--- config.mk ---
export PLATFORM = sky130hd
export DESIGN_NAME = seq_gen
export DESIGN_NICKNAME = d
export VERILOG_FILES = /design/src/rtl/seq_gen.sv
export SDC_FILE = /design/constraint.sdc
export NUM_CORES = 1
export LEC_CHECK = 0
export ABC_AREA = 1
export CAP_MARGIN = 25
export CORE_MARGIN = 2
export CORE_UTILIZATION = 59
export DETAILED_ROUTE_END_ITERATION = 10
export PLACE_DENSITY = 0.91
export SLEW_MARGIN = 20
export SYNTH_ARGS = -nofsm -noshare
export SYNTH_HDL_FRONTEND = slang
export SYNTH_SLANG_ARGS = --single-unit
--- constraint.sdc ---
create_clock -name clk -period 4.6 [get_ports clk]
set_input_delay 0.92 -clock clk [delete_from_list [all_inputs] [get_ports clk]]
set_output_delay 0.92 -clock clk [all_outputs]
set_load 0.005 [all_outputs]
--- src/rtl/seq_gen.sv ---
// seq_gen: serial bit-pattern transmitter. On start it shifts out PAT0 or PAT1 MSB first,
// repeated rep_cnt times with gap idle cycles between copies. Define SEQ_GEN_LAST_EN to add the 'last' output.
module seq_gen #(
  parameter int unsigned      PAT_W = 3,
  parameter logic [PAT_W-1:0] PAT0  = PAT_W'(3'b001),
  parameter logic [PAT_W-1:0] PAT1  = PAT_W'(3'b110)
) (
  input  logic       clk,
  input  logic       rst,
  input  logic       start,
  input  logic       abort,
  input  logic       pat_sel,
  input  logic [3:0] rep_cnt,
  input  logic [3:0] gap,
  output logic       out,
  output logic       valid,
  output logic       busy,
  output logic       done
`ifdef SEQ_GEN_LAST_EN
  ,
  output logic       last
`endif
);

  localparam int unsigned      CNT_W    = (PAT_W > 1) ? $clog2(PAT_W) : 1;
  localparam logic [CNT_W-1:0] LAST_BIT = CNT_W'(PAT_W - 1);

  typedef enum logic [1:0] {
    IDLE  = 2'd0,
    SHIFT = 2'd1,
    GAP   = 2'd2,
    DONE  = 2'd3
  } state_t;

  state_t           state, state_d;
  logic [PAT_W-1:0] sh, sh_d;
  logic [CNT_W-1:0] bit_cnt, bit_cnt_d;
  logic [3:0]       rep_q, rep_d;
  logic [3:0]       gap_q, gap_d;
  logic [3:0]       gap_cnt, gap_cnt_d;
  logic             sel_q, sel_d;
  logic             out_d, valid_d, busy_d, done_d;
`ifdef SEQ_GEN_LAST_EN
  logic             last_d;
`endif

  logic [PAT_W-1:0] reload_pat;
  logic             last_bit;

  // The pattern used for every repetition comes from the selection latched at start.
  assign reload_pat = sel_q ? PAT1 : PAT0;
  assign last_bit   = (bit_cnt == LAST_BIT);

  // Outputs are computed from the current state and registered, so they lag the
  // state register by one edge and never see inputs combinationally.
  always_comb begin
    // NOTE: every signal gets a default before the case so no path leaves one unassigned (no latches).
    state_d   = state;
    sh_d      = sh;
    bit_cnt_d = bit_cnt;
    rep_d     = rep_q;
    gap_d     = gap_q;
    gap_cnt_d = gap_cnt;
    sel_d     = sel_q;
    out_d     = 1'b0;
    valid_d   = 1'b0;
    busy_d    = 1'b0;
    done_d    = 1'b0;
`ifdef SEQ_GEN_LAST_EN
    last_d    = 1'b0;
`endif

    if (abort) begin
      state_d = IDLE;
    end else begin
      unique case (state)
        IDLE: begin
          if (start) begin
            state_d   = SHIFT;
            sel_d     = pat_sel;
            sh_d      = pat_sel ? PAT1 : PAT0;
            rep_d     = (rep_cnt == 4'd0) ? 4'd1 : rep_cnt;
            gap_d     = gap;
            bit_cnt_d = '0;
            gap_cnt_d = '0;
          end
        end

        SHIFT: begin
          out_d     = sh[PAT_W-1];
          valid_d   = 1'b1;
          busy_d    = 1'b1;
          sh_d      = sh << 1;
          bit_cnt_d = bit_cnt + 1'b1;
`ifdef SEQ_GEN_LAST_EN
          last_d    = last_bit;
`endif
          if (last_bit) begin
            bit_cnt_d = '0;
            if (rep_q != 4'd0) rep_d = rep_q - 4'd1;
            if (rep_q > 4'd1) begin
              if (gap_q != 4'd0) begin
                state_d   = GAP;
                gap_cnt_d = '0;
              end else begin
                sh_d = reload_pat;
              end
            end else begin
              state_d = DONE;
            end
          end
        end

        GAP: begin
          busy_d    = 1'b1;
          gap_cnt_d = gap_cnt + 4'd1;
          if (gap_cnt == gap_q - 4'd1) begin
            state_d   = SHIFT;
            sh_d      = reload_pat;
            bit_cnt_d = '0;
          end
        end

        DONE: begin
          done_d  = 1'b1;
          state_d = IDLE;
        end

        default: state_d = IDLE;
      endcase
    end
  end

  always_ff @(posedge clk or negedge rst) begin
    if (!rst) begin
      state   <= IDLE;
      sh      <= '0;
      bit_cnt <= '0;
      rep_q   <= '0;
      gap_q   <= '0;
      gap_cnt <= '0;
      sel_q   <= 1'b0;
      out     <= 1'b0;
      valid   <= 1'b0;
      busy    <= 1'b0;
      done    <= 1'b0;
`ifdef SEQ_GEN_LAST_EN
      last    <= 1'b0;
`endif
    end else begin
      // NOTE: non-blocking assignments so every register samples pre-edge values.
      state   <= state_d;
      sh      <= sh_d;
      bit_cnt <= bit_cnt_d;
      rep_q   <= rep_d;
      gap_q   <= gap_d;
      gap_cnt <= gap_cnt_d;
      sel_q   <= sel_d;
      out     <= out_d;
      valid   <= valid_d;
      busy    <= busy_d;
      done    <= done_d;
`ifdef SEQ_GEN_LAST_EN
      last    <= last_d;
`endif
    end
  end

endmodule

Yosys cells after proc, flatten, opt, wreduce, memory -nomap -nowiden
Index checks and enable logic that the tools add are counted.
- register bits: 24
- latch bits: 0
- RAM bits: 0
- ROM bits: 0
- bits of input ports: 13
- output and inout bits: 4
- word-level logic and storage cells: 81
- memories: 0
- $add $sub $neg: 4
- multiply operators: 0
- div/mod/pow operators: 0
- order comparisons: 1
- eq/ne operators: 15
- shift-type cells: 0
- multiplexer cells: 37
- bitwise gates (word level): 1
- reductions and logical operators: 12
- operators with widths (operator ; count):
    two-way mux 4 bit ; 8
    two-way mux 3 bit ; 7
    two-way mux 2 bit ; 9
    inequality test 2 bit (second input constant) ; 6
    one-hot mux 4 bit (3 select lines) ; 1
    inequality test 3 bit (second input constant) ; 3
    one-hot mux 3 bit (3 select lines) ; 1
    two-way mux 1 bit ; 8
    one-hot mux 2 bit (4 select lines) ; 1
    one-hot mux 4 bit (2 select lines) ; 1
    AND reduction 4 bit ; 2
    nonzero test 4 bit ; 2
    subtractor 4 x 1 -> 4 bit (second input constant) ; 2
    equality test 2 bit (second input constant) ; 3
    one-hot mux 2 bit (3 select lines) ; 1
    AND reduction 6 bit ; 1
    AND reduction 5 bit ; 1
    adder 4 x 1 -> 4 bit (second input constant) ; 1
    equality test 4 bit ; 1
    greater-than comparator 4 x 1 -> 1 bit (second input constant) ; 1
    zero test 4 bit ; 1
    inequality test 4 bit (second input constant) ; 1
    AND reduction 3 bit ; 1
    nonzero test 3 bit ; 1
    other kinds (6) ; 6

Longest topological paths before layout
- word-level depth: 6
- mapped depth: 13
- mapped depth without buffers: 13

Worst setup path after synthesis
Ideal clock, no wire load.
- path type: in2reg
- start: input port start
- end: register gap_cnt[3]
- library setup time: 0.119 ns
- arrival time: 1.623 ns
- required time: 4.481 ns
- slack: 2.858 ns
- stages on the path: 6
- path buffers: 0
- cell sequence: nor2_1 > nor3_4 > nand4_1 > or2_1 > o21ai_1 > nor2_1
- cells in the longest elaborated chain, start to end: 2
- ends and longest elaborated chain (what ; line ; RTL):
    start, declared ; 10 ; input logic start,
    inequality test 2 bit (no source line) ; n/a ;
    AND reduction 6 bit (no source line) ; n/a ;
    end signal, assigned ; 157 ; gap_cnt <= gap_cnt_d;
    end, declared ; 40 ; logic [3:0] gap_cnt, gap_cnt_d;
No other way between the ends.
A chain may end at the register's enable or synchronous reset.

Worst setup path after layout
- start: input port abort
- end: register gap_cnt[3]
- cells in the longest elaborated chain, start to end: 2
- ends and longest elaborated chain (what ; line ; RTL):
    start, declared ; 11 ; input logic abort,
    NOT 1 bit (no source line) ; n/a ;
    AND reduction 6 bit (no source line) ; n/a ;
No other way between the ends.

==> metrics.txt <==
status completed; routability congestion estimate 0.797; total track usage 24.9%; min Tclk post-route 2.19 ns; main combinational cell family by area after synthesis simple AND/OR/NAND/NOR gates; Clock Tree Root clkbuf_4; setup TNS 0 ns; Via Count 1,342; critical path required time 4.81 ns; Final ANT Viol Nets 0; core area 2430 um^2; sequential area share after synthesis 40.3%; post-synth top area cell dfrtp_1; Die Y 54.2 um; Yosys reg bits 24; Slew HR 55.5%; maximum vdd drop 0.000381 V; first-pass GRT wire length 5.29 mm; Max Freq 457 MHz; Top-Level Pins 17; dpl hpwl 2.51 mm; IO buf count 16; hold_buf cts 0; Area contributors post-synth dfrtp_1 40%, nand2_1 11%, ha_1 8.4%; LEAKAGE 0.830 nW; syn_nets 215; die footprint 2940 um^2; CTS sink count 24; ANT cells 0; Post CTS Setup Buffer Count 0; number of global-route vias before repair 1,302; Setup violations, final 0; wire per inst 13.5 um; Synth Area in Adders 8.40%; Yosys Warn Count 0; WS Path Type primary input to flop; final hold vios 0; H-tree depth 1; CTS max path bufs 2; Layout Nets 234; Worst-Skew Late Latency 0.31 ns; Setup crit end kind flop; clock transition at the registers of the reported paths 0.13 ns; Mapped Area 1490 um^2; placed insts 236; portion of netlist area occupied by mux cells 0.756%; Placement Rows 18; worst-case reg-to-reg path depth 6; DR vias/cell 5.59; syn avg cell area 7.75 um^2; Slew Viols, Final 0; Num CTS Buffers 3; area growth from synthesis to layout 14.7%; TritonRoute pass-1 iters 4; Chip Width 54.2 um; distinct cell type count after synthesis 30; Tcrit/Tclk final 47.6%; Synth Area in Simple Gates 29.2%; CP startpoint kind primary input; Initial Utilization 61.2%; post-CTS sizing 0; CTS tree yes; Crit path arrival time 2.40 ns; Worst Skew 0.00653 ns; hold path cells 2; max cap viols 0; Fillers 207; final cell count without fillers 240; layout cells sized above 1 8.57%; post-synthesis xor/xnor area fraction 2.35%; Min-Delay Path Class flop to flop; WL final 3.24 mm; RSZ-0062 raised after global routing no; pwr dens 570 nW/um^2; drt first-iter violations 32; DRC Markers 0; top cell type's share of synthesized area 40.3%; complex-gate fraction of the synthesized area 12.0%; CP max FO 8; Slew @ Worst Pin 0.667 ns; initial antenna violation count 0; grt ovf 0; pin count of the biggest net entering global routing 25; synthesized instance count 192
[critical path, stage by stage]
cell and delay [ns]:
clkdlybuf4s50_1 0.55, nor3_4 0.33, nand4_1 0.18, inv_2 0.15, nand2_1 0.09, o21ai_1 0.13
nor2_1 0.06
[layout by cell type (no fill, tap or decap), types with 2 or more instances in the layout]
master,count
nand2_1,44
nor2_1,24
dfrtp_1,24
inv_1,23
nand3_1,18
clkdlybuf4s50_1,15
o21ai_0,10
ha_1,10
a21oi_1,8
o21ai_2,3
nor3_1,3
xor2_1,3
clkbuf_4,3
inv_2,2
nand2_4,2
[cells in the mapped netlist]
cell type  number
a22oi_1         1
or2_1           1
o21ai_2         3
nand3_1        18
nand3_2         1
nor3_1          3
nor2_2          1
nor3_4          1
xor2_1          3
o221ai_1        1
inv_2           2
o21ai_1         1
nor2_1         24
o311ai_0        1
a31oi_1         1
o211ai_1        1
a21boi_2        1
mux2_2          1
o21a_1          1
nand2_1        44
buf_2           2
nand4_1         1
dfrtp_1        24
nand2_4         2
nand2_2         1
a21oi_1         8
o21ai_0        10
inv_1          23
ha_1           10
xnor2_1         1
[power breakdown]
| part | internal, W | switching, W |
|---|---|---|
| clock | 0.0000483 | 0.0000639 |
| combinational | 0.000189 | 0.000321 |
| sequential | 0.000286 | 0.0000637 |
[worst paths after layout]
check	endpoint	slack, ns	start
setup / recovery	gap_cnt[3]	2.41	abort
max in group asynchronous	bit_cnt[0]	3.68	rst
setup reg to reg	rep_q[2]	2.57	state[1]
hold / removal	sh[1]	0.50	sh[1]
hold reg to reg	sh[1]	0.50	sh[1]
min in group asynchronous	rep_q[0]	0.56	rst
[through the flow]
stage / utilization (%) / total power (W) / hold slack, ns / setup WS, ns / cell area [um^2]
floorplan: - / 0.000729 / 0.449 / 2.86 / 1490
global placement: 68.9 / 0.000825 / 0.468 / 2.20 / 1680
detailed placement: 68.9 / 0.000860 / 0.470 / 2.12 / 1680
CTS: 70.4 / 0.000972 / 0.504 / 2.46 / 1710
global route: 70.2 / 0.00106 / 0.519 / 2.35 / 1710
finish: 70.2 / 0.000973 / 0.502 / 2.41 / 1710
[kinds of logic (layout without fill, tap and decap cells)]
logic type / Yosys count / after routing
compound gates: 29 / 29
buf+inv: 27 / 45
flops: 24 / 24
fa+ha+maj: 10 / 10
simple gates: 97 / 97
xor+xnor: 4 / 4
mux: 1 / 1
[per-layer routing]
metal  routed length, um  global-route usage (%)
met1                1320                    27.5
met2                1690                    47.6
met4                  67                    7.50
met3                 165                    4.92
met5                   0                       0
[flip-flops by register name, summed over array words and instances (netlist names)]
name	cells
bit_cnt	2
busy	1
done	1
gap_cnt	4
gap_q	4
out	1
rep_q	4
sel_q	1
sh	3
state	2
valid	1
[layout make-up]
cell class                 instances  area (um^2)  area share [%]
clock buffer                       4         36.3            2.12
inverter                          25         93.8            5.49
multi-input combinational        141          785            45.9
sequential                        24          601            35.2
tap                               30         37.5            2.20
timing repair buffer              16          155            9.08
Note: power is estimated with default switching activity, not from simulation.
